**config.mk**
```make
export PLATFORM = sky130hd
export DESIGN_NAME = fetch_cycle_flat
export DESIGN_NICKNAME = d
export VERILOG_FILES = /design/src/rtl/fetch_cycle_pkg.sv /design/src/rtl/fetch_cycle_if.sv /design/src/rtl/fetch_cycle_if_id_reg.sv /design/src/rtl/fetch_cycle.sv /design/src/flat_wrapper.sv
export SDC_FILE = /design/constraint.sdc
export NUM_CORES = 1
export LEC_CHECK = 0
export BUFFER_PORTS_ARGS = -buffer_cell sky130_fd_sc_hd__clkbuf_2
export CELL_PAD_IN_SITES_DETAIL_PLACEMENT = 1
export CELL_PAD_IN_SITES_GLOBAL_PLACEMENT = 1
export CORE_MARGIN = 1.5
export CORE_UTILIZATION = 40
export CTS_BUF_LIST = sky130_fd_sc_hd__clkbuf_8
export DETAILED_ROUTE_END_ITERATION = 10
export GPL_TIMING_DRIVEN = 1
export PLACE_DENSITY = 0.9
export SKIP_CTS_REPAIR_TIMING = 1
export SLEW_MARGIN = 20
export SYNTH_ARGS = -nofsm -noshare
export SYNTH_HDL_FRONTEND = slang
export SYNTH_SLANG_ARGS = --single-unit
export TNS_END_PERCENT = 50
```
**constraint.sdc**
```tcl
create_clock -name clk -period 2.7 [get_ports clk]
set_clock_uncertainty 0.05 [all_clocks]
set_input_delay 0.54 -clock clk [delete_from_list [all_inputs] [get_ports clk]]
set_output_delay 0.54 -clock clk [all_outputs]
set_load 0.02 [all_outputs]
```
**src/rtl/fetch_cycle_pkg.sv**
```systemverilog
// Shared types and constants for the IF stage: state encoding, IF/ID payload, bubble encoding.
package fetch_cycle_pkg;

    localparam int unsigned XLEN = 32;

    localparam logic [XLEN-1:0] NOP_INSTR_DEFAULT = 32'h0000_0013;
    localparam logic [XLEN-1:0] RESET_PC_DEFAULT  = 32'h0000_0000;
    localparam logic [XLEN-1:0] INSTR_BYTES       = 32'd4;

    // RUN: idle or issuing, WAIT: request outstanding, KILL: outstanding request to discard
    typedef enum logic [1:0] {
        ST_RUN  = 2'd0,
        ST_WAIT = 2'd1,
        ST_KILL = 2'd2
    } fetch_state_e;

    typedef struct packed {
        logic [XLEN-1:0] instr;
        logic [XLEN-1:0] pc;
        logic [XLEN-1:0] pc_plus4;
        logic            valid;
    } if_id_t;

    function automatic if_id_t if_id_bubble(input logic [XLEN-1:0] nop);
        if_id_t b;
        b.instr    = nop;
        b.pc       = '0;
        b.pc_plus4 = '0;
        b.valid    = 1'b0;
        return b;
    endfunction

endpackage

```
**src/rtl/fetch_cycle_if.sv**
```systemverilog
// Instruction-memory request/ready port between the fetch stage and imem.
interface fetch_cycle_if;
    import fetch_cycle_pkg::*;

    logic            imem_req;
    logic [XLEN-1:0] imem_addr;
    logic [XLEN-1:0] imem_rdata;
    logic            imem_ready;

    modport master (
        output imem_req,
        output imem_addr,
        input  imem_rdata,
        input  imem_ready
    );

    modport slave (
        input  imem_req,
        input  imem_addr,
        output imem_rdata,
        output imem_ready
    );

endinterface

```
**src/rtl/fetch_cycle_if_id_reg.sv**
```systemverilog
// IF/ID pipeline register: bubble on reset/flush, hold on stall, load on accepted fetch.
module fetch_cycle_if_id_reg
    import fetch_cycle_pkg::*;
#(
    parameter logic [XLEN-1:0] NOP_INSTR = NOP_INSTR_DEFAULT
) (
    input  logic            clk,
    input  logic            rst,
    input  logic            flush,
    input  logic            stall,
    input  logic            load,
    input  logic [XLEN-1:0] instr,
    input  logic [XLEN-1:0] pc,
    output if_id_t          q
);

    if_id_t load_val;

    always_comb begin
        load_val          = if_id_bubble(NOP_INSTR);
        load_val.instr    = instr;
        load_val.pc       = pc;
        load_val.pc_plus4 = XLEN'(pc + INSTR_BYTES);
        load_val.valid    = 1'b1;
    end

    // Flush beats stall; an idle cycle with nothing accepted becomes a bubble
    always_ff @(posedge clk) begin
        if (rst) begin
            q <= if_id_bubble(NOP_INSTR);
        end else if (flush) begin
            q <= if_id_bubble(NOP_INSTR);
        end else if (stall) begin
            q <= q;
        end else if (load) begin
            q <= load_val;
        end else begin
            q <= if_id_bubble(NOP_INSTR);
        end
    end

endmodule

```
**src/rtl/fetch_cycle.sv**
```systemverilog
// IF stage of the RV32I pipeline: owns PCF, runs the imem request FSM and feeds IF/ID.
module fetch_cycle
    import fetch_cycle_pkg::*;
#(
    parameter logic [XLEN-1:0] RESET_PC  = RESET_PC_DEFAULT,
    parameter logic [XLEN-1:0] NOP_INSTR = NOP_INSTR_DEFAULT
) (
    input  logic             clk,
    input  logic             rst,
    input  logic             StallF,
    input  logic             StallD,
    input  logic             FlushD,
    input  logic             PCSrcE,
    input  logic [XLEN-1:0]  PCTargetE,
    fetch_cycle_if.master    imem,
    output logic [XLEN-1:0]  InstrD,
    output logic [XLEN-1:0]  PCD,
    output logic [XLEN-1:0]  PCPlus4D,
    output logic             ValidD,
    output logic             FetchWaitF
);

    fetch_state_e    state, state_n;
    logic [XLEN-1:0] pcf, pcf_n;
    logic [XLEN-1:0] pend, pend_n;
    logic            req;
    logic            outstanding;
    logic            accept;
    if_id_t          if_id_q;

    // A new request is only offered in RUN; WAIT/KILL keep the in-flight one asserted
    assign req         = ~rst & ((state == ST_RUN) ? ~StallF : 1'b1);
    assign outstanding = req & ~imem.imem_ready;
    assign accept      = req & imem.imem_ready & (state != ST_KILL) & ~StallF & ~PCSrcE;

    assign imem.imem_req  = req;
    assign imem.imem_addr = pcf;
    assign FetchWaitF     = outstanding | (state != ST_RUN);

    always_ff @(posedge clk) begin
        if (rst) begin
            state <= ST_RUN;
            pcf   <= RESET_PC;
            pend  <= '0;
        end else begin
            state <= state_n;
            pcf   <= pcf_n;
            pend  <= pend_n;
        end
    end

    // PCF stays on the outstanding address until imem completes, even across a redirect
    always_comb begin
        state_n = state;
        pcf_n   = pcf;
        pend_n  = pend;
        if (PCSrcE && ((state == ST_KILL) || outstanding)) begin
            if (!imem.imem_ready) begin
                pend_n  = PCTargetE;
                state_n = ST_KILL;
            end else begin
                pcf_n   = PCTargetE;
                state_n = ST_RUN;
            end
        end else if (PCSrcE) begin
            pcf_n   = PCTargetE;
            state_n = ST_RUN;
        end else if ((state == ST_KILL) && imem.imem_ready) begin
            pcf_n   = pend;
            state_n = ST_RUN;
        end else if (accept) begin
            pcf_n   = XLEN'(pcf + INSTR_BYTES);
            state_n = ST_RUN;
        end else if (outstanding && (state != ST_KILL)) begin
            state_n = ST_WAIT;
        end else if ((state == ST_WAIT) && imem.imem_ready && StallF) begin
            state_n = ST_RUN;
        end
    end

    // A redirect always squashes IF/ID regardless of the hazard unit
    fetch_cycle_if_id_reg #(
        .NOP_INSTR (NOP_INSTR)
    ) u_if_id (
        .clk   (clk),
        .rst   (rst),
        .flush (FlushD | PCSrcE),
        .stall (StallD),
        .load  (accept),
        .instr (imem.imem_rdata),
        .pc    (pcf),
        .q     (if_id_q)
    );

    assign InstrD   = if_id_q.instr;
    assign PCD      = if_id_q.pc;
    assign PCPlus4D = if_id_q.pc_plus4;
    assign ValidD   = if_id_q.valid;

endmodule
```
**src/flat_wrapper.sv**
```systemverilog
// flat-port wrapper written by rule: the top's interface ports become plain ports
module fetch_cycle_flat import fetch_cycle_pkg::*;
#(
    parameter logic [XLEN-1:0] RESET_PC  = RESET_PC_DEFAULT,
    parameter logic [XLEN-1:0] NOP_INSTR = NOP_INSTR_DEFAULT
)
  (clk, rst, StallF, StallD, FlushD, PCSrcE, PCTargetE, InstrD, PCD, PCPlus4D, ValidD, FetchWaitF, imem_imem_req, imem_imem_addr, imem_imem_rdata, imem_imem_ready);
  fetch_cycle_if imem_i ();
  input  logic clk;
  input  logic rst;
  input  logic StallF;
  input  logic StallD;
  input  logic FlushD;
  input  logic PCSrcE;
  input  logic [XLEN-1:0] PCTargetE;
  output logic [XLEN-1:0] InstrD;
  output logic [XLEN-1:0] PCD;
  output logic [XLEN-1:0] PCPlus4D;
  output logic ValidD;
  output logic FetchWaitF;
  output wire logic [$bits(imem_i.imem_req)-1:0] imem_imem_req;
  output wire logic [$bits(imem_i.imem_addr)-1:0] imem_imem_addr;
  input wire logic [$bits(imem_i.imem_rdata)-1:0] imem_imem_rdata;
  input wire logic [$bits(imem_i.imem_ready)-1:0] imem_imem_ready;
  assign imem_imem_req = imem_i.imem_req;
  assign imem_imem_addr = imem_i.imem_addr;
  assign imem_i.imem_rdata = imem_imem_rdata;
  assign imem_i.imem_ready = imem_imem_ready;
  fetch_cycle #(.RESET_PC(RESET_PC), .NOP_INSTR(NOP_INSTR)) u_core (.clk(clk), .rst(rst), .StallF(StallF), .StallD(StallD), .FlushD(FlushD), .PCSrcE(PCSrcE), .PCTargetE(PCTargetE), .imem(imem_i), .InstrD(InstrD), .PCD(PCD), .PCPlus4D(PCPlus4D), .ValidD(ValidD), .FetchWaitF(FetchWaitF));
endmodule
```
==> flow_summary_export.csv <==
group,metric,value,unit
worst_hold_path,hold-path-cell-count,3,
synth,syn_inst,818,
routing,ant_nets,0,
power,combPwrFrac,13.4,%
clocking,cts_buffers,17,
synth,ys_async_sr_fraction,0,%
die,rows,48,
clocking,cts_tree,"yes",
die,pin_count,202,
routing,vias,7133,
worst_setup_path,ff2ff_setup_slack,0.23,ns
sta,rsz0062_at_grt,"false",
power,p_leak,0.00377,uW
synth,avgSynthCellArea,8.67,um2
worst_setup_path,rr_startpoint,"u_core.imem.imem_addr[4]$_SDFFE_PP0P_",
power,max-vdd-ir-drop,0.326,mV
worst_hold_path,hold_start,"imem_imem_rdata[15]",
routing,viasPerCell,5.74,
die,core,17300,um2
worst_setup_path,cp-start-kind,"flop",
power,pwr-share-seq,49.7,%
clocking,htree_num_levels,4,
clocking,cts.sinks,161,
die,die_x,136,um
finish,stdcell_count,1242,
power,p_sw,1420,uW
placed_design,dp_cells,1211,
synth,ys_warn_count,0,
sta,fmax,405,MHz
synth,synthFlopType,"dfxtp_1",
finish,nets,1077,
worst_setup_path,endpoint_kind,"flop",
routing,firstDrtPassIters,5,
global_route,antenna_found_initial,0,
worst_setup_path,reg2reg_depth,5,
finish,n_antenna_cell,0,
power,powerDensity,574,nW/um2
global_route,grt_usage,27.3,%
die,start_util,41.0,%
routing,post-route-drc-count,0,
worst_hold_path,worstHoldEndpoint,"u_core.u_if_id.q[80]$_SDFFE_PP0N_",
power,swShare,27.9,%
synth,ys_ff_latch,161,
worst_setup_path,required,3.02,ns
sta,finalHoldViolations,0,
routing,routed_wl,25.2,mm
status,status,"complete, no violations",
clocking,cts.clk_slew.worst_paths,0.09,ns
global_route,grt_pass1_vias,7260,
sta,drv_slew,0,
sta,setup_viol,0,
synth,synthTopCellsByArea,"dfxtp_1 45%, a22oi_1 7.7%, nor2_1 7.6%",
die,dieArea,18500,um2
finish,drive_above_1_share,29.1,%
global_route,overflow,0,
synth,yosysTopAreaCellShare,45.5,%
clocking,cts_root_buf,"clkbuf_8",
sta,worstMarginPinSlew,0.774,ns
placed_design,dp_hpwl,18.4,mm
sta,holdWs,0.255,ns
synth,ys_seq_area_share,45.5,%
sta,fin_crit_sh,91.3,%
synth,synth.distinct_cells,68,
synth,synth_edf_count,0,
die,die_h,136,um
worst_hold_path,hold_class,"in2reg",
synth,syn_nets,890,
global_route,grt_pass1_wl,39.4,mm
finish,fillers,2150,
synth,yosys.area.top_type,"dfxtp_1",
worst_setup_path,crit_type,"reg2reg",
placed_design,gp_congestion,0.909,
finish,syn_to_final_growth,24.7,%
sta,finalSetupTns,0,ns
worst_setup_path,worst-path-max-fanout,9,
run,drv_cap,0,
power,power.internal,3660,uW
sta,fin_crit,2.47,ns
synth,syn_area,7090,um2
routing,wire_per_inst,20.3,um
global_route,grt_max_degree,74,
clocking,clock_path_buffers,2,
worst_setup_path,crit_arrival,2.78,ns
clocking,clock_latency,0.47,ns
worst_setup_path,r2r_end,"u_core.imem.imem_addr[21]$_SDFFE_PP0P_",
placed_design,io_buffer_count,201,
routing,first_iter_violations,465,
sta,slew_headroom,48.4,%
power,clockPowerShare,36.9,%
[per-stage QoR]
step	utilization (%)	area, um2	worst slack, ns	total power, uW
3_3_place_gp	48.7	8420	0.361	3210
6_report	51.1	8840	0.234	5080
3_5_place_dp	48.7	8420	0.277	3240
4_1_cts	51.1	8840	0.253	5090
5_1_grt	51.1	8840	0.0819	5260
2_1_floorplan	-	7090	0.338	2940
[cell families after synthesis]
family                   after synthesis  share of synthesized area (%)
adder cells (fa/ha/maj)                1                          0.176
buffers and inverters                 84                           4.89
XOR/XNOR                              28                           3.46
flip-flops                           161                           45.5
AO/OA/AOI/OAI                        207                           20.4
multiplexers                          35                           4.94
AND/OR/NAND/NOR                      302                           20.6
[state kept, by name, summed over array words and instances (netlist names)]
| register | count |
|---|---|
| u_core.imem.imem_addr | 32 |
| u_core.u_if_id.q | 95 |
| u_core.pend | 32 |
| u_core.state | 2 |
[cell usage after synthesis (5+ instances only)]
cell type  instances
nand4_1            9
nand2_1           67
mux2i_1           35
o211ai_1           7
nand3_1           15
nor3_1            13
o22ai_1            5
a21oi_1           26
and4_1             5
dfxtp_1          161
xor2_1             5
inv_1              8
nor2_1           143
a31oi_1            6
buf_2             11
a22oi_1           73
o21ai_0           35
or3_1              9
a211oi_1           9
clkbuf_1          57
and2_1             7
xnor2_1           23
[power groups by stage]
stage	registers, uW	logic (uW)	clock network [uW]
floorplan	2590	348	0
global placement	2570	645	0
detailed placement	2570	663	0
CTS	2520	673	1900
global route	2530	725	2010
finish	2520	679	1870
[per-layer routing]
layer  GRT usage (%)  routed length, um  share of wire [%]
met5               0                  0                  0
met3            6.11               1720                6.8
met1            35.0              10500                 42
met2            43.7              12200                 48
met4            12.8                777                3.1
[critical path, cell delays in order (launching register included)]
cell     delay, ns
dfxtp_1       0.52
nand4_1       0.25
or4_1         0.74
nor2_1        0.36
o21ai_0       0.15
a32o_1        0.29
[layout make-up]
cell class	instances	area (um2)	share of cell area (%)
Inverter	9	33.8	0.382
Multi-Input combinational cell	573	3540	40.0
Clock inverter	11	140	1.59
Clock buffer	20	275	3.11
Timing Repair Buffer	243	1350	15.2
Sequential cell	161	3220	36.5
Tap cell	225	282	3.18
[cell usage in the layout (no fill, tap or decap), drive strengths merged, types with 9 or more instances in the layout]
| cell type | instances |
|---|---|
| mux2i | 35 |
| a22oi | 73 |
| inv | 11 |
| nand4 | 11 |
| a211oi | 10 |
| nand3 | 16 |
| or3 | 9 |
| nand2 | 67 |
| nor2 | 143 |
| nor3 | 19 |
| xnor2 | 23 |
| dfxtp | 161 |
| buf | 43 |
| clkbuf | 220 |
| a21oi | 26 |
| o21ai | 41 |
[worst max path at each step]
stage                                          startpoint                                      to  slack, ns  depth (start not counted)
CTS                 u_core.imem.imem_addr[4]$_SDFFE_PP0P_  u_core.imem.imem_addr[21]$_SDFFE_PP0P_       0.25                          5
global route        u_core.imem.imem_addr[4]$_SDFFE_PP0P_  u_core.imem.imem_addr[21]$_SDFFE_PP0P_       0.08                          5
global placement                          imem_imem_ready  u_core.imem.imem_addr[28]$_SDFFE_PP0P_       0.36                          6
finish              u_core.imem.imem_addr[4]$_SDFFE_PP0P_  u_core.imem.imem_addr[21]$_SDFFE_PP0P_       0.23                          5
floorplan           u_core.imem.imem_addr[2]$_SDFFE_PP0P_  u_core.imem.imem_addr[28]$_SDFFE_PP0P_       0.34                          6
detailed placement  u_core.imem.imem_addr[4]$_SDFFE_PP0P_  u_core.imem.imem_addr[21]$_SDFFE_PP0P_       0.28                          5
Note: power is estimated with default switching activity, not from simulation.
